`src/rtl/pc_gen_if.sv`:
```
// pc_gen_if: fetch-PC bundle between the fetch control and pc_gen.
// slave = pc_gen (takes stall/redirects, drives pc/ce/sequential addrs).
interface pc_gen_if #(
  parameter int ADDR_W = 32
);
  logic              stall;
  logic              branch_flag_i;
  logic [ADDR_W-1:0] branch_target_address_i;
  logic              exc_flag_i;
  logic [ADDR_W-1:0] pc;
  logic              ce;
  logic [ADDR_W-1:0] pc_plus1;
  logic [ADDR_W-1:0] pc_plus2;
  logic              pend_o;
  logic              misalign_o;

  modport master (
    output stall, branch_flag_i,
    output branch_target_address_i, exc_flag_i,
    input  pc, ce, pc_plus1, pc_plus2,
    input  pend_o, misalign_o
  );

  modport slave (
    input  stall, branch_flag_i,
    input  branch_target_address_i, exc_flag_i,
    output pc, ce, pc_plus1, pc_plus2,
    output pend_o, misalign_o
  );
endinterface

```
`src/rtl/pc_gen.sv`:
```
// pc_gen: fetch program counter with stall hold, branch/exception
// redirect, stalled-redirect buffering and misaligned-target flag.
// Ports: clk, rst (async, active-high), bus (pc_gen_if.slave):
//   stall/branch/target/exc in; pc, ce, pc_plus1/2, pend_o,
//   misalign_o out.
module pc_gen #(
  parameter int ADDR_W = 32,
  parameter int INST_BYTES = 4,
  parameter logic [ADDR_W-1:0] RESET_PC =
    ADDR_W'(32'hBFC0_0000),
  parameter logic [ADDR_W-1:0] EXC_VECTOR =
    ADDR_W'(32'hBFC0_0380)
) (
  input logic    clk,
  input logic    rst,
  pc_gen_if.slave bus
);

  localparam logic [1:0] S_BOOT = 2'd0;
  localparam logic [1:0] S_RUN  = 2'd1;
  localparam logic [1:0] S_HOLD = 2'd2;

  localparam logic [ADDR_W-1:0] STEP = ADDR_W'(INST_BYTES);
  localparam logic [ADDR_W-1:0] LOW  = ADDR_W'(INST_BYTES - 1);

  logic [1:0]        state_q, state_d;
  logic [ADDR_W-1:0] pc_q, pc_d;
  logic [ADDR_W-1:0] tgt_q, tgt_d;
  logic              ce_q, ce_d;
  logic              mis_q, mis_d;

  logic [ADDR_W-1:0] br_tgt;
  assign br_tgt = bus.branch_target_address_i;

  always_comb begin
    state_d = state_q;
    pc_d    = pc_q;
    tgt_d   = tgt_q;
    ce_d    = ce_q;
    mis_d   = 1'b0;
    case (state_q)
      S_BOOT: begin
        ce_d    = 1'b1;
        state_d = S_RUN;
      end
      S_RUN, S_HOLD: begin
        if (bus.exc_flag_i) begin
          pc_d    = EXC_VECTOR;
          state_d = S_RUN;
        end else if (!bus.stall) begin
          if (bus.branch_flag_i) begin
            pc_d    = br_tgt & ~LOW;
            mis_d   = |(br_tgt & LOW);
            state_d = S_RUN;
          end else if (state_q == S_HOLD) begin
            pc_d    = tgt_q & ~LOW;
            mis_d   = |(tgt_q & LOW);
            state_d = S_RUN;
          end else begin
            pc_d = pc_q + STEP;
          end
        end else if (bus.branch_flag_i) begin
          // raw target kept so misalign is judged at load time
          tgt_d   = br_tgt;
          state_d = S_HOLD;
        end
      end
      default: begin
        state_d = S_BOOT;
        ce_d    = 1'b0;
        pc_d    = RESET_PC;
      end
    endcase
  end

  always_ff @(posedge clk or posedge rst) begin
    if (rst) begin
      state_q <= S_BOOT;
      pc_q    <= RESET_PC;
      tgt_q   <= '0;
      ce_q    <= 1'b0;
      mis_q   <= 1'b0;
    end else begin
      state_q <= state_d;
      pc_q    <= pc_d;
      tgt_q   <= tgt_d;
      ce_q    <= ce_d;
      mis_q   <= mis_d;
    end
  end

  assign bus.pc         = pc_q;
  assign bus.ce         = ce_q;
  assign bus.pc_plus1   = pc_q + STEP;
  assign bus.pc_plus2   = pc_q + (STEP << 1);
  assign bus.pend_o     = (state_q == S_HOLD);
  assign bus.misalign_o = mis_q;

endmodule

```
`src/flat_wrapper.sv`:
```
// flat-port wrapper written by rule: the top's interface ports become plain ports
module pc_gen_flat 
#(
  parameter int ADDR_W = 32,
  parameter int INST_BYTES = 4,
  parameter logic [ADDR_W-1:0] RESET_PC =
    ADDR_W'(32'hBFC0_0000),
  parameter logic [ADDR_W-1:0] EXC_VECTOR =
    ADDR_W'(32'hBFC0_0380)
)
  (clk, rst, bus_stall, bus_branch_flag_i, bus_branch_target_address_i, bus_exc_flag_i, bus_pc, bus_ce, bus_pc_plus1, bus_pc_plus2, bus_pend_o, bus_misalign_o);
  pc_gen_if #(.ADDR_W(ADDR_W)) bus_i ();
  input logic clk;
  input logic rst;
  input wire logic [$bits(bus_i.stall)-1:0] bus_stall;
  input wire logic [$bits(bus_i.branch_flag_i)-1:0] bus_branch_flag_i;
  input wire logic [$bits(bus_i.branch_target_address_i)-1:0] bus_branch_target_address_i;
  input wire logic [$bits(bus_i.exc_flag_i)-1:0] bus_exc_flag_i;
  output wire logic [$bits(bus_i.pc)-1:0] bus_pc;
  output wire logic [$bits(bus_i.ce)-1:0] bus_ce;
  output wire logic [$bits(bus_i.pc_plus1)-1:0] bus_pc_plus1;
  output wire logic [$bits(bus_i.pc_plus2)-1:0] bus_pc_plus2;
  output wire logic [$bits(bus_i.pend_o)-1:0] bus_pend_o;
  output wire logic [$bits(bus_i.misalign_o)-1:0] bus_misalign_o;
  assign bus_i.stall = bus_stall;
  assign bus_i.branch_flag_i = bus_branch_flag_i;
  assign bus_i.branch_target_address_i = bus_branch_target_address_i;
  assign bus_i.exc_flag_i = bus_exc_flag_i;
  assign bus_pc = bus_i.pc;
  assign bus_ce = bus_i.ce;
  assign bus_pc_plus1 = bus_i.pc_plus1;
  assign bus_pc_plus2 = bus_i.pc_plus2;
  assign bus_pend_o = bus_i.pend_o;
  assign bus_misalign_o = bus_i.misalign_o;
  pc_gen #(.ADDR_W(ADDR_W), .INST_BYTES(INST_BYTES), .RESET_PC(RESET_PC), .EXC_VECTOR(EXC_VECTOR)) u_core (.clk(clk), .rst(rst), .bus(bus_i));
endmodule
```
`config.mk`:
```
export PLATFORM = sky130hd
export DESIGN_NAME = pc_gen_flat
export DESIGN_NICKNAME = d
export VERILOG_FILES = /design/src/rtl/pc_gen_if.sv /design/src/rtl/pc_gen.sv /design/src/flat_wrapper.sv
export SDC_FILE = /design/constraint.sdc
export NUM_CORES = 1
export LEC_CHECK = 0
export CAP_MARGIN = 10
export CORE_MARGIN = 5
export CORE_UTILIZATION = 48
export DETAILED_ROUTE_END_ITERATION = 8
export PLACE_DENSITY = 0.81
export SLEW_MARGIN = 10
export SYNTH_ARGS = -nofsm -noshare
export SYNTH_HDL_FRONTEND = slang
export SYNTH_SLANG_ARGS = --single-unit
```
`constraint.sdc`:
```
create_clock -name clk -period 4 [get_ports clk]
set_input_delay 1.2 -clock clk [delete_from_list [all_inputs] [get_ports clk]]
set_output_delay 1.2 -clock clk [all_outputs]
set_load 0.02 [all_outputs]
```
==> summary.txt, run 1 <==
Timing
  – Period minus WS final: ~4 ns
  – RSZ-0062 raised after global routing: true
  – Fmax: roughly 0.25 GHz
  – Slew Viols, Final: 0
  – Fin Hold WS: slightly above 0.5 ns
  – Fin crit share: between 90% and 100%
  – Hold Violations, Final: 0
  – Relative slew slack: 38.0%
  – Final setup vio count: 0
  – Skew final: just under 0.008 ns
  – Worst-Margin Slew: ~0.9 ns

Power and ir drop
  – Sequential share of power: 33.4%
  – Int Pwr: roughly 2.1 mW
  – Power Density: about 570 nW/um2
  – Net Sw Power: between 1 and 1.5 mW
  – Switching share of power: about two fifths
  – Comb pwr share: 49.9%
  – Clk pwr share: 16.7%
  – P_leak: approximately 2.6 nW
  – IR Drop Worst-Case VDD: about 320 uV

Logic synthesis
  – Syn Area/Cell: between 9 and 10 um2
  – Post-synth EDFFs: 0
  – Distinct cell type count after synthesis: 60
  – #FFs+latches synth: 66
  – Post-Synthesis Cells: around 490
  – Top cells by area, synth: dfrtp_1, mux2_2, xnor2_1, dfstp_2, nand2_1
  – Top_reg_cell synth: dfrtp_1
  – Mapped cell area: 4470 um2
  – Post-synth top area share: roughly a third
  – Seq/Total Area, Yosys: a little under two fifths
  – Synthesis Warnings: 0
  – Post-synth ARST share: between 90% and 100%
  – Synth area leader: dfrtp_1

Final layout
  – Ratio of cells with drive above 1 in the final layout: a little under a fifth
  – Layout Nets: 660
  – N_diodes: 0
  – Final Util: between 60 and 70%
  – Final instance area: just over 6000 um2
  – Area Overhead vs Synth: 38.5%

Global routing
  – Total grt overflow: 0
  – Total track usage: 26.3%
  – Largest net degree at the start of global routing: 38
  – Initial antenna violation count: 0
  – Vias in the first global route: ~4,400
  – First-pass GRT wire length: 23,500 um

Routing
  – Pre-Repair DR Iteration Count: 5
  – Total number of vias: about 4,400
  – Wirelength per Cell: around 20 um
  – Via/cell ratio: slightly above 6
  – Drt initial violations: about 380
  – Number of DRC violations after detailed routing: 0
  – Antenna Nets Post-Route: 0
  – Final WL: approximately 15,000 um

Clocking
  – CTS hold repair buffers: 0
  – Number of post-CTS setup repair buffers: 0
  – CTS buffer count: 9
  – CTS tree: yes
  – H-Tree Level Count: 3
  – Clk_lat worst skew: ~0.35 ns
  – Sink Count: between 60 and 70
  – Root Buffer: clkbuf_8
  – Clock transition at the registers of the reported paths: around 0.080 ns
  – Worst-case clock buffer depth: 2
  – Cts repair resizes: 11

Critical path
  – Worst EP arrival: 2.74 ns
  – Worst setup SP type: flip-flop
  – Crit end category: output port
  – Critical path type: reg2out
  – Crit-path max FO: 7
  – Critical Path RT: approximately 2.8 ns

Die
  – Die Height: approximately 110 um
  – Total core area: between 9000 and 10,000 um2
  – DIE WIDTH: 107 um
  – Row cnt: 35
  – Die area: between 10,000 and 15,000 um2
  – Starting density of the core: 48.9%
  – IO Count: around 140

Placed design
  – Placed Area: slightly below 6000 um2
  – Final Wtd Congestion: slightly above 0.9
  – Port Buffer Count: 129
  – DP HPWL: around 11,000 um

Run
  – MaxCap Viol Count: 0

Min path
  – Hold crit path type: reg2reg

Status
  – Status: complete, no violations
[per-layer routing]
layer	track usage (%)	routed length, um	up-vias
met3	4.55	1070	36
li1	-	-	2008
met1	34.5	6190	2160
met4	9.95	406	0
met5	0	0	-
met2	43.4	7370	225
[cell type report]
cell class	instances	area [um2]
timing repair buffer	160	1560
tap	111	139
clock buffer	11	141
inverter	18	67.6
multi-input combinational	363	2560
sequential	66	1670
clock inverter	5	55.1
fill	734	2960
[cell usage in the layout, fill, tap and decap left out, types with 3 or more instances in the layout]
cell and n:
dfstp_2 9, a21oi_1 23, nand3_1 20, dlygate4sd2_1 5, o31ai_1 8, a221oi_1 9
nand2_1 40, dlymetal6s2s_1 11, a22o_1 4, and2_1 3, clkbuf_8 10, nor4_2 4
dfrtp_1 50, ha_1 4, nand2b_1 5, xor2_1 15, mux2_2 33, conb_1 6
buf_4 30, a2bb2oi_1 7, o21a_1 4, clkdlybuf4s50_1 113, o2bb2ai_1 5, o21ai_0 23
nor4_1 4, xnor2_1 39, inv_1 16, nand4_1 12, mux2i_1 5, o22ai_1 9
o221ai_1 3, dfrtp_2 7, and3_1 4, nor2_1 26, nor3_1 12
[cells by family after synthesis]
kind of cell | share of synthesized area (%)
DFF | 37.2
adders and majority gates | 1.40
buffers and inverters | 6.60
AOI/OAI and AO/OA | 17.3
muxes | 9.42
and+or+nand+nor | 17.4
other | 0.0838
xor gates and xnor gates | 10.6
[registers in the layout, summed over array words and instances, names as in the netlist]
signal and flops:
u_core.tgt_q 32, u_core.bus.pc 30, u_core.state_q 2, u_core.bus.ce 1, u_core.bus.misalign_o 1
[cells in the mapped netlist (8+ instances only)]
master	number
xnor2_1	39
inv_1	17
mux2_2	33
nand2_1	40
nand3_1	21
dfstp_2	9
o21ai_0	23
o22ai_1	9
dfrtp_1	57
nor3_1	12
a221oi_1	9
nand4_1	12
buf_2	8
o31ai_1	8
xor2_1	15
clkbuf_1	32
nor2_1	26
a21oi_1	23
[power by group through the flow]
stage | clock network (mW) | registers (mW) | logic [mW]
finish | 0.586 | 1.17 | 1.75
global route | 0.617 | 1.20 | 1.86
CTS | 0.584 | 1.16 | 1.76
detailed placement | 0 | 1.17 | 1.75
global placement | 0 | 1.15 | 1.71
floorplan | 0 | 1.15 | 1.03
[per-stage QoR]
stage	setup TNS, ns	worst slack, ns	instances	power [mW]
after floorplan	0	0.402	498	2.18
after global placement	0	0.179	718	2.86
after detailed placement	0	0.152	718	2.92
after CTS	0	0.000697	734	3.50
after global routing	-0.0572	-0.0462	734	3.68
final	0	0.0622	734	3.51
[critical path, cell delays in order, from the launching register on]
cell	delay [ns]
dfrtp_2	0.43
ha_1	0.19
buf_4	0.14
nand3_2	0.17
nor4_1	0.30
buf_4	0.18
nand3_1	0.15
xnor2_1	0.19
clkdlybuf4s50_1	0.63
[worst paths after layout]
kind | start | to | slack [ns] | depth (start not counted)
worst max-delay path | u_core.bus.pc[3] | bus_pc_plus1[19] | 0.06 | 8
worst min-delay path | u_core.tgt_q[7] | u_core.tgt_q[7] | 0.51 | 1
worst max register to register | u_core.state_q[0] | u_core.bus.pc[26] | 1.19 | 7
worst min register to register | u_core.tgt_q[7] | u_core.tgt_q[7] | 0.51 | 1
max in group asynchronous | rst | u_core.bus.pc[7] | 2.05 | 3
min in group asynchronous | rst | u_core.tgt_q[29] | 1.29 | 2
Power figures use the tool's default switching activity.
==> inputs of run 2 (changes only) <==
PLACE_DENSITY = 0.9   (was 0.81)
==> run 2 against run 1 <==
Core utilization down 0.30 points. Cell count unchanged. Count of clock-buffer cells in the layout down 1. Critical path depth unchanged. Combinational power hardly changed. Sequential share of layout area rose by 0.12 points. Sequential power hardly changed. Setup slack better by 0.025 ns. Clock skew increased by 0.0036 ns. Maximum frequency grew 0.64%. Power is 0.47% lower. Final area is 0.44% lower. Critical endpoint unchanged.
==> summary.txt, run 2 (same netlist as run 1, synthesis figures left out) <==
Status
  – Status: complete, no violations

Min path
  – Hold crit path type: reg2reg

Global routing
  – First-pass GRT wire length: 22,300 um (-4.9%)
  – Vias in the first global route: 4,281 (-2.6%)
  – Largest net degree at the start of global routing: 36 (-5.3%)
  – Total grt overflow: 0 (unchanged)
  – Total track usage: 25.0% (-1.3 points)
  – Initial antenna violation count: 0 (unchanged)

Routing
  – Pre-Repair DR Iteration Count: 5 (unchanged)
  – Drt initial violations: 418 (+9.7%)
  – Wirelength per Cell: 19.9 um (-2.9%)
  – Antenna Nets Post-Route: 0 (unchanged)
  – Final WL: 14,600 um (-2.9%)
  – Number of DRC violations after detailed routing: 0 (unchanged)
  – Total number of vias: 4,479 (+1.1%)
  – Via/cell ratio: 6.10 (+1.1%)

Critical path
  – Top delay family on crit path: buffers and inverters
  – Buf+Inv Stages, Crit Path: 3 (unchanged)
  – Crit-path cells: ha_1, buf_4, nand3_2, nor4_1, buf_4, nand3_1, xnor2_1, clkdlybuf4s50_1
  – Critical path's most frequent cell: buf_4
  – Crit end category: output port
  – Max incr delay on CP: 0.62 ns (about the same)
  – Crit-path max FO: 7 (unchanged)
  – Slowest-stage cell, CP: clkdlybuf4s50_1
  – Critical path type: reg2out
  – Worst EP arrival: 2.71 ns (-0.03 ns)
  – Worst setup SP type: flip-flop
  – Critical Path RT: 2.80 ns (about the same)

Final layout
  – Final Util: 67.4% (-0.30 points)
  – Final instance area: 6170 um2 (-0.44%)
  – Top reg by flops: u_core.tgt_q
  – Most frequent cells in the layout: clkdlybuf4s50_1, dfrtp_1, nand2_1
  – Largest register FFs: 32 (unchanged)
  – Most common cell after layout, fill and taps aside: clkdlybuf4s50_1
  – Area Overhead vs Synth: 37.9%
  – Layout Nets: 660 (unchanged)
  – Ratio of cells with drive above 1 in the final layout: 18.3% (+0.16 points)
  – N_diodes: 0 (unchanged)

Clocking
  – Number of post-CTS setup repair buffers: 0 (unchanged)
  – CTS buffer count: 9 (unchanged)
  – Worst-case clock buffer depth: 2 (unchanged)
  – Cts repair resizes: 11 (unchanged)
  – CTS hold repair buffers: 0 (unchanged)
  – Root Buffer: clkbuf_8
  – Clk_lat worst skew: 0.36 ns (about the same)
  – Sink Count: 66 (unchanged)
  – CTS tree: yes
  – Clock transition at the registers of the reported paths: 0.09 ns (about the same)
  – H-Tree Level Count: 3 (unchanged)

Power and ir drop
  – IR Drop Worst-Case VDD: 338 uV (+6.1%)
  – P_leak: 2.55 nW (-1.8%)
  – Power Density: 567 nW/um2 (about the same)
  – Pwr Total: 3.50 mW (-0.47%)

Timing
  – Fin crit share: 97.8% (-0.63 points)
  – Worst-Margin Slew: 0.874 ns (-0.0520 ns)
  – Slew Viols, Final: 0 (unchanged)
  – Final setup vio count: 0 (unchanged)
  – Fmax: 0.256 GHz (+0.64%)
  – Period minus WS final: 3.91 ns (-0.0252 ns)
  – Setup TNS: 0 ns (unchanged)
  – RSZ-0062 raised after global routing: false
  – Skew final: 0.0116 ns (+0.00360 ns)
  – Relative slew slack: 41.5% (+3.5 points)
  – Hold Violations, Final: 0 (unchanged)

Die
  – Total core area: 9150 um2 (unchanged)
  – IO Count: 136 (unchanged)
  – Die Height: 107 um (unchanged)
  – Die area: 11,400 um2 (unchanged)
  – DIE WIDTH: 107 um (unchanged)
  – Row cnt: 35 (unchanged)
  – Starting density of the core: 48.9% (unchanged)

Placed design
  – Placed Area: 5940 um2 (unchanged)
  – DP HPWL: 10,900 um (-1.3%)
  – Port Buffer Count: 129 (unchanged)
  – Final Wtd Congestion: 0.926 (+2.3%)

Run
  – MaxCap Viol Count: 0 (unchanged)
==> run 2: cell count changes in the layout (fill, tap and decap cells not counted), sizes merged <==
| cell | before | now |
|---|---|---|
| dlygate4sd2 | 5 | 6 |
| clkinvlp | 2 | 3 |
| clkinv | 2 | 1 |
| dlygate4sd1 | 0 | 1 |
| dlymetal6s2s | 11 | 8 |
| inv | 18 | 19 |
==> run 2: area by class of cell <==
cell class | count | area, um2
Clock inverter | 6 | 66.3
Timing Repair Buffer | 160 | 1540
Multi-Input combinational cell | 363 | 2550
Fill cell | 704 | 2980
Clock buffer | 10 | 128
Inverter | 18 | 67.6
Tap cell | 111 | 139
Sequential cell | 66 | 1670
==> run 2: path summary, 6_finish.rpt <==
kind,slack [ns],to,startpoint,cells after the start
worst min register to register,0.51,u_core.tgt_q[11],u_core.tgt_q[11],1
max in group asynchronous,1.99,u_core.bus.pc[25],rst,3
worst max register to register,1.29,u_core.bus.pc[26],u_core.state_q[0],7
worst min-delay path,0.51,u_core.tgt_q[11],u_core.tgt_q[11],1
min in group asynchronous,1.29,u_core.tgt_q[24],rst,2
worst max-delay path,0.09,bus_pc_plus1[19],u_core.bus.pc[3],8
==> run 2: stage by stage <==
stage                     cells  setup WS (ns)  hold WS, ns
after floorplan             498          0.402        0.474
after global placement      718          0.171        0.482
after detailed placement    718          0.121        0.493
after CTS                   734        0.00978        0.510
after global routing        734        0.00816        0.516
final                       734         0.0875        0.509
==> run 2: metal layers <==
metal / part of all wire (%) / up-vias / wire, um / GRT usage [%]
li1: - / 2010 / - / -
met1: 40 / 2161 / 5850 / 33.0
met2: 49 / 274 / 7090 / 40.4
met3: 8.4 / 34 / 1230 / 5.04
met4: 2.9 / 0 / 420 / 9.77
met5: 0 / - / 0 / 0
==> run 2: worst reg2reg max path, cell delays in order (launching register included) <==
cell and delay [ns]:
dfrtp_1 0.40, inv_1 0.09, ha_1 0.46, inv_2 0.22
nor2_1 0.72, a221oi_1 0.34, a21oi_1 0.23, a2bb2oi_1 0.19
==> run 2: where the power goes <==
part,switching (mW),internal [mW]
logic,0.910,0.836
registers,0.237,0.932
clock network,0.293,0.289
==> inputs of run 3 (changes only) <==
CELL_PAD_IN_SITES_DETAIL_PLACEMENT = 1   (was not set)
CELL_PAD_IN_SITES_GLOBAL_PLACEMENT = 1   (was not set)
CORE_MARGIN = 1   (was 5)
CORE_UTILIZATION = 35   (was 48)
PLACE_DENSITY = 0.89   (was 0.9)
==> run 3 against run 2 <==
Clock power is 52% higher. Hold slack worse by 0.0049 ns. First-iteration DRC count is 14% lower. Cell count is 8.4% higher. Final area is 4.3% higher. Setup slack better by 0.0049 ns. Critical path type unchanged. Largest cell class unchanged. Largest power group unchanged.
==> summary.txt, run 3 (same netlist as run 1, synthesis figures left out) <==
Timing
  – Slew Viols, Final: 0 (unchanged)
  – Final setup vio count: 0 (unchanged)
  – Skew final: 0.00926 ns (-0.00229 ns)
  – Worst Slack Setup Final: 0.0923 ns (+0.00490 ns)
  – Period minus WS final: 3.91 ns (-0.00490 ns)
  – Fmax: 0.256 GHz (+0.13%)
  – Worst-Margin Slew: 0.974 ns (+0.100 ns)
  – Hold Violations, Final: 0 (unchanged)
  – Relative slew slack: 34.8% (-6.7 points)
  – Fin crit share: 97.7% (-0.12 points)

Critical path
  – Worst EP arrival: 2.71 ns (about the same)
  – R2R Path Start: u_core.state_q[0]
  – Worst setup SP type: flip-flop
  – Reg2reg setup slack: 1.09 ns (-0.20 ns)
  – Crit-path max FO: 7 (unchanged)
  – Reg2Reg Depth: 7 (unchanged)
  – Critical path type: reg2out
  – Critical Path RT: 2.80 ns (about the same)
  – Crit end category: output port
  – Critical Path Start: u_core.bus.pc[3]
  – Reg-to-Reg End: u_core.bus.pc[23]
  – CP Capture Point: bus_pc_plus1[30]

Placed design
  – Final Wtd Congestion: 0.871 (-6.0%)
  – DP HPWL: 13,000 um (+19%)
  – Pre-CTS WS: 0.0897 ns (-0.0311 ns)
  – Port Buffer Count: 129 (unchanged)

Final layout
  – N_diodes: 0 (unchanged)
  – Multi-input gate area: 2580 um2 (+0.93%)
  – Most common cell after layout, fill and taps aside: clkdlybuf4s50_1
  – Area Overhead vs Synth: 43.7%
  – Largest register FFs: 32 (unchanged)
  – Top reg by flops: u_core.tgt_q
  – Ratio of cells with drive above 1 in the final layout: 18.5% (+0.17 points)
  – Layout Nets: 665 (+0.76%)
  – Most frequent cells in the layout: clkdlybuf4s50_1, dfrtp_1, nand2_1
  – Filler cells: 1,411 (+100%)
  – Reg area: 1670 um2 (-0.37%)

Routing
  – Drt initial violations: 358 (-14%)
  – Final WL: 17,900 um (+22%)
  – Wirelength per Cell: 22.5 um (+13%)
  – Number of DRC violations after detailed routing: 0 (unchanged)
  – Total number of vias: 4,607 (+2.9%)
  – Via/cell ratio: 5.79 (-5.2%)
  – Pre-Repair DR Iteration Count: 5 (unchanged)
  – Antenna Nets Post-Route: 0 (unchanged)

Global routing
  – Total track usage: 27.8% (+2.8 points)
  – Vias in the first global route: 4,782 (+12%)
  – Initial antenna violation count: 0 (unchanged)
  – Largest net degree at the start of global routing: 39 (+8.3%)
  – Total grt overflow: 0 (unchanged)
  – First-pass GRT wire length: 27,500 um (+23%)

Clocking
  – CTS buffer count: 9 (unchanged)
  – Clock transition at the registers of the reported paths: 0.06 ns (-0.03 ns)
  – CTS hold repair buffers: 0 (unchanged)
  – Clk_lat worst skew: 0.34 ns (-0.02 ns)
  – H-Tree Level Count: 3 (unchanged)
  – Worst-case clock buffer depth: 2 (unchanged)
  – Sink Count: 66 (unchanged)
  – CTS tree: yes
  – Root Buffer: clkbuf_16

Die
  – Row cnt: 40 (+14%)
  – Starting density of the core: 36.6% (-12 points)
  – DIE WIDTH: 115 um (+8.0%)
  – Total core area: 12,200 um2 (+33%)
  – Die Height: 115 um (+8.0%)
  – IO Count: 136 (unchanged)
  – Die area: 13,200 um2 (+17%)

Power and ir drop
  – Pwr Total: 3.90 mW (+11%)
  – Power Density: 606 nW/um2 (+6.8%)
  – P_leak: 2.71 nW (+6.4%)
  – IR Drop Worst-Case VDD: 328 uV (-2.8%)

Min path
  – Hold crit path type: reg2reg
  – Hold path depth: 1 (unchanged)

Run
  – MaxCap Viol Count: 0 (unchanged)

Status
  – Status: complete, no violations
==> run 3: area by class of cell <==
class	count	area share, %
multi-input cells	363	40.1
flip-flops and latches	66	25.9
repair buffers	165	24.6
clock buffers	10	3.72
well taps	168	3.27
clock inverters	6	1.40
inverters	18	1.05
==> run 3: how the worst min path moves through the flow <==
stage                     startpoint               end  slack [ns]
finish               u_core.tgt_q[0]   u_core.tgt_q[0]        0.50
global route        u_core.tgt_q[30]  u_core.tgt_q[30]        0.53
CTS                  u_core.tgt_q[0]   u_core.tgt_q[0]        0.50
detailed placement   u_core.tgt_q[0]   u_core.tgt_q[0]        0.49
global placement     u_core.tgt_q[1]   u_core.tgt_q[1]        0.48
floorplan            u_core.tgt_q[1]   u_core.tgt_q[1]        0.47
==> run 3: power by group <==
group	internal (mW)	total [mW]	switching (mW)
clock	0.564	0.885	0.321
sequential	0.932	1.18	0.250
combinational	0.846	1.83	0.984
total	2.34	3.90	1.56
==> run 3: repair_timing <==
action / in CTS / in global routing
pin swaps: 0 / 2
setup endpoints to repair: 17 / 22
setup buffers: 0 / 3
resized for setup: 13 / 15
==> run 3: stage by stage <==
stage / hold slack [ns] / cell area [um2] / setup TNS (ns) / util, % / cells
after floorplan: 0.474 / 4490 / 0 / - / 498
after global placement: 0.483 / 6030 / 0 / 49.4 / 777
after detailed placement: 0.491 / 6030 / 0 / 49.4 / 777
after CTS: 0.505 / 6380 / 0 / 52.3 / 793
after global routing: 0.527 / 6430 / -0.178 / 52.7 / 796
final: 0.504 / 6430 / 0 / 52.7 / 796
==> run 3: per-layer routing <==
layer  global-route usage (%)  up-vias  wire [um]
li1                         -     2017          -
met1                     35.2     2343       7290
met2                     47.8      207       9060
met3                     3.69       40        987
met4                     11.6        0        528
met5                        0        -          0
==> run 3: worst max-delay path: stages, from the launching register on <==
cell           delay, ns
dfrtp_2             0.42
ha_1                0.26
nand2_1             0.11
or4_1               0.62
buf_4               0.20
nor2_1              0.19
nand2_1             0.10
xnor2_1             0.13
dlygate4sd2_1       0.34
==> RTL change 1: new RTL, flow settings as in run 2 <==
Make the reset (`rst`) synchronous in one clocked block. Comments in the files are not updated.
--- a/src/rtl/pc_gen.sv
+++ b/src/rtl/pc_gen.sv
@@ -75,3 +75,3 @@
 
-  always_ff @(posedge clk or posedge rst) begin
+  always_ff @(posedge clk) begin
     if (rst) begin
Check against the original RTL: differs if rst is asserted again (counterexample within 4 cycles, from zero or initial values and one cycle with rst high); with rst held inactive, the same outputs for 4 cycles.
==> RTL change 1 against run 2 <==
Die area is 0.58% higher. Area after synthesis is 0.64% higher. Non-clock buffer count is 1 higher. Sequential cell count stayed put. Routed wire length is 3.0% higher. Final area is 0.51% lower. Setup slack worse by 0.032 ns. Sequential share of layout area is 5.4 points lower. Worst hold slack worse by 0.049 ns. Synthesized cell count is 25% higher. Critical path type unchanged. Largest cell class unchanged.
Power is not compared: it rests on default switching activity, and its combinational part moved more than twofold at a synthesized area within 25%.
==> RTL change 1: results (changes against run 2) <==
status: "finished clean"  # unchanged
drt_first_iter_violations: 556  # was 418
filler_cell_count: 713  # was 704
via_total_after_detailed_routing: 4988  # was 4,479
fin_nets: 771  # was 660
vias_in_the_first_global_route: 4728  # was 4,281
post_route_skew_ns: 0.0132  # was 0.0116 ns
clock_tree.root_cell: "clkbuf_8"  # unchanged
via_per_inst: 5.90  # was 6.10
final_layout_size_suffix_gt1_frac: 0.106  # was 0.183
cp.arrival_ns: 2.74  # was 2.71 ns
numPlacedInstances: 826  # was 718
synth-main-ff-cell: "dfxtp_1"  # was dfrtp_1
cts_inserted_buffers: 9  # unchanged
global_route_wire_length_before_repair_um: 23800  # was 22,300 um
max_slew_margin: 0.333  # was 0.415
wl_per_cell_um: 17.8  # was 19.9 um
ys_top_cells_by_count: "111 x nand2_1, 66 x dfxtp_1, 55 x a21oi_1"  # was 57 x dfrtp_1, 40 x nand2_1, 39 x xnor2_1
post_synth_main_area_contributors: "dfxtp_1 29%, nand2_1 9.3%, xnor2_1 8.2%, a21oi_1 6.1%, o21ai_0 3.4%"  # was dfrtp_1 32%, mux2_2 8.3%, xnor2_1 7.6%, dfstp_2 5.3%, nand2_1 3.4%
critPathMaxFanout: 9  # was 7
grt.total_usage: 0.257  # was 0.250
globalplace.congestion: 0.985  # was 0.926
avgSynthCellArea_um2: 7.31  # was 9.08 um^2
async_reset_ff_frac: 0  # was 1.00
seq_area_frac_synth: 0.293  # was 0.372
grt_start_max_net_pins: 52  # was 36
place_hpwl_um: 11000  # was 10,900 um
RTL change 1: layer usage:
metal / up-vias / global-route usage / routed length, um
met5: - / 0 / 0
met4: 0 / 0.102 / 502
met3: 43 / 0.0542 / 1580
met2: 306 / 0.408 / 6870
met1: 2291 / 0.341 / 6090
li1: 2348 / - / -
RTL change 1: path summary, 6_finish.rpt:
kind | startpoint | to | slack (ns) | cells past startpoint
worst max-delay path | u_core.bus.pc[22]$_SDFFE_PP1P_ | bus_pc_plus1[27] | 0.06 | 6
worst min-delay path | u_core.tgt_q[2]$_SDFFE_PP0P_ | u_core.tgt_q[2]$_SDFFE_PP0P_ | 0.46 | 2
worst max register to register | u_core.state_q[0]$_SDFFE_PP0P_ | u_core.bus.pc[18]$_SDFFE_PP0P_ | 1.26 | 7
worst min register to register | u_core.tgt_q[2]$_SDFFE_PP0P_ | u_core.tgt_q[2]$_SDFFE_PP0P_ | 0.46 | 2
RTL change 1: cell families after synthesis:
| group | count (synthesis) | synth area share |
|---|---|---|
| compound gates | 147 | 0.207 |
| xor+xnor | 55 | 0.107 |
| fa+ha+maj | 5 | 0.0139 |
| buf+inv | 79 | 0.0839 |
| flops | 66 | 0.293 |
| mux | 6 | 0.0133 |
| other cells | 1 | 0.000833 |
| simple gates | 257 | 0.281 |
RTL change 1: layout make-up:
cell class | instances | area, um^2 | share of cell area
clock buffers | 9 | 124 | 0.0202
clock inverters | 7 | 81.3 | 0.0133
inverters | 15 | 56.3 | 0.00917
multi-input cells | 476 | 2870 | 0.468
flip-flops and latches | 66 | 1330 | 0.217
well taps | 111 | 139 | 0.0226
repair buffers | 161 | 1540 | 0.250
RTL change 1: critical path: stages (launching register included):
cell and delay [ns]:
dfxtp_1 0.56, nand4_1 0.26, nor4_2 0.35, buf_4 0.20, and3_1 0.25, xnor2_1 0.14, clkdlybuf4s50_1 0.62
RTL change 1: repair_timing:
action                                  4_1_cts  5_1_grt
setup buffers                                 2        1
pin swaps                                     1        2
gates cloned                                  0        0
gates resized for setup                       8       15
endpoints found under the setup margin       19       22
endpoints found under the hold margin         0        0
RTL change 1: through the flow:
stage | setup slack (ns) | instance area [um^2]
final | 0.0557 | 6140
after global routing | -0.0407 | 6140
after global placement | 0.293 | 5840
after CTS | 0.000721 | 6090
after detailed placement | 0.266 | 5840
after floorplan | 0.476 | 4520
RTL change 1: power by group:
part           leakage, uW  internal (uW)  switching, uW
sequential        0.000538            673           19.2
combinational      0.00164            128            162
clock             0.000101            298            306
==> RTL change 2: new RTL, flow settings as in run 2 <==
Without the edit above. `ADDR_W` is set to 32 in 3 places; all go to 64.
--- a/src/rtl/pc_gen_if.sv
+++ b/src/rtl/pc_gen_if.sv
@@ -3,3 +3,3 @@
 interface pc_gen_if #(
-  parameter int ADDR_W = 32
+  parameter int ADDR_W = 64
 );
--- a/src/rtl/pc_gen.sv
+++ b/src/rtl/pc_gen.sv
@@ -6,3 +6,3 @@
 module pc_gen #(
-  parameter int ADDR_W = 32,
+  parameter int ADDR_W = 64,
   parameter int INST_BYTES = 4,
--- a/src/flat_wrapper.sv
+++ b/src/flat_wrapper.sv
@@ -3,3 +3,3 @@
 #(
-  parameter int ADDR_W = 32,
+  parameter int ADDR_W = 64,
   parameter int INST_BYTES = 4,
Ports: changed (resized bus_branch_target_address_i, bus_pc, bus_pc_plus1 and bus_pc_plus2); port bits go from 136 to 264. The function was not compared with the original's and may differ.
==> RTL change 2 against run 2 <==
Sequential cell count up 64. Final area up 130%. Register-to-register slack better by 0.12 ns. Largest cell class unchanged. Cell count up 130%. Total power up 130%. Synthesized cell count up 120%. Routed wire length rose to 2.8 times the old value. Setup slack worse by 0.054 ns. Count of clock-buffer cells in the layout up 8. Die area up 100%. Area after synthesis up 110%. First-iteration DRC count rose to 3.2 times the old value. Largest power group unchanged.
==> RTL change 2: results (changes against run 2) <==
status: "finished clean"  # unchanged
rows: 51  # was 35
source_of_the_worst_hold_timing_path: "u_core.tgt_q[58]$_DFFE_PP0P_"  # was u_core.tgt_q[11]$_DFFE_PP0P_
signal_buffers: 421  # was 160
worst_r2r_startpoint: "u_core.state_q[1]$_DFFE_PP0P_"  # was u_core.state_q[0]$_DFFE_PP0P_
crit_end: "bus_pc_plus1[43]"  # was bus_pc_plus1[19]
cp.arrival_ns: 2.77  # was 2.71 ns
final_cell_count_no_fill: 1691  # was 734
drt_first_pass_iters: 8  # was 5
via_total_after_detailed_routing: 10700  # was 4,479
crit-reg2reg-capture: "u_core.bus.pc[38]$_DFFE_PP0P_"  # was u_core.bus.pc[26]$_DFFE_PP1P_
num-multi-input-gates: 829  # was 363
seq_area_frac_synth: 0.341  # was 0.372
timing.critical_path.slowest_cell_delay_ns: 0.41  # was 0.62 ns
cellLeakagePower_uw: 0.00628  # was 0.00255 uW
holdWs_ns: 0.497  # was 0.509 ns
fin_nets: 1486  # was 660
cts.htree.levels: 4  # was 3
globalplace.congestion: 1.02  # was 0.926
min_delay_worst_endpoint: "u_core.tgt_q[58]$_DFFE_PP0P_"  # was u_core.tgt_q[11]$_DFFE_PP0P_
max-vdd-ir-drop_v: 0.000711  # was 0.000338 V
fraction_of_area_in_registers: 0.233  # was 0.271
yosysUniqueCellTypes: 65  # was 60
post_synth_main_area_contributors: "dfrtp_1 32%, mux2_2 7.9%, xnor2_1 6.5%, xor2_1 4.3%, nand2_1 4.1%"  # was dfrtp_1 32%, mux2_2 8.3%, xnor2_1 7.6%, dfstp_2 5.3%, nand2_1 3.4%
antennaDiodeCount: 1  # was 0
seq_cells: 130  # was 66
clock_tree.root_cell: "clkbuf_16"  # was clkbuf_8
tightestPinTransition_ns: 1.22  # was 0.874 ns
count_of_inverters_not_on_the_clock_network_in_the_layout: 13  # was 18
dpl_worst_slack_ns: 0.0356  # was 0.121 ns
rrSetupSlack_ns: 1.41  # was 1.29 ns
layout.clock.cell_area_share: 0.0425  # was 0.0314
post_route_skew_ns: 0.0119  # was 0.0116 ns
worst_skew_pair.late_latency_ns: 0.43  # was 0.36 ns
area_share_nonclk_buffers: 0.266  # was 0.250
ys_top_cells_by_count: "121 x dfrtp_1, 104 x nand2_1, 71 x xnor2_1"  # was 57 x dfrtp_1, 40 x nand2_1, 39 x xnor2_1
largest_register_ff_count: 64  # was 32
cts_inserted_buffers: 17  # was 9
grt_start_max_net_pins: 131  # was 36
number_of_antenna_violations_at_the_first_check_in_global_routing: 1  # was 0
clock_buffers: 18  # was 10
## RTL change 2: cell types whose count changed in the layout (fill, tap and decap cells not counted), sizes merged, moves of 40 or more
cell           change
buf              +134
dfrtp             +64
nand2             +64
clkdlybuf4s50     +55
nand4             +40
## RTL change 2: repair_timing
| action | CTS | global route |
|---|---|---|
| pin swaps | 7 | 8 |
| resized for setup | 116 | 74 |
| endpoints found under the setup margin | 88 | 59 |
| hold buffers | 0 | 0 |
| setup buffers | 5 | 2 |
## RTL change 2: cell families (layout without fill, tap and decap cells)
| logic type | after synthesis | after routing | synth area share |
|---|---|---|---|
| other cells | 1 | 7 | 0.000392 |
| xor+xnor | 118 | 118 | 0.108 |
| flops | 130 | 130 | 0.341 |
| mux | 75 | 75 | 0.0873 |
| buf+inv | 120 | 466 | 0.0559 |
| simple gates | 401 | 401 | 0.234 |
| fa+ha+maj | 5 | 5 | 0.00654 |
| compound gates | 224 | 224 | 0.167 |
## RTL change 2: routing by layer
layer,GRT usage,up-vias,share of wire
met2,0.565,767,0.47
met3,0.0721,118,0.11
met5,0,-,0
met1,0.470,5212,0.39
met4,0.125,0,0.033
li1,-,4621,-
## RTL change 2: power by group
group | internal [uW] | total, uW | switching (uW)
Combinational | 1790 | 4090 | 2290
Clock | 939 | 1620 | 683
Sequential | 1820 | 2190 | 376
## RTL change 2: critical path, delay by kind of cell, from the launching register on
| family | cells | cell delay (ns) |
|---|---|---|
| buf+inv | 3 | 0.79 |
| simple gates | 3 | 0.64 |
| flops | 1 | 0.41 |
| fa+ha+maj | 1 | 0.26 |
| xor+xnor | 1 | 0.23 |
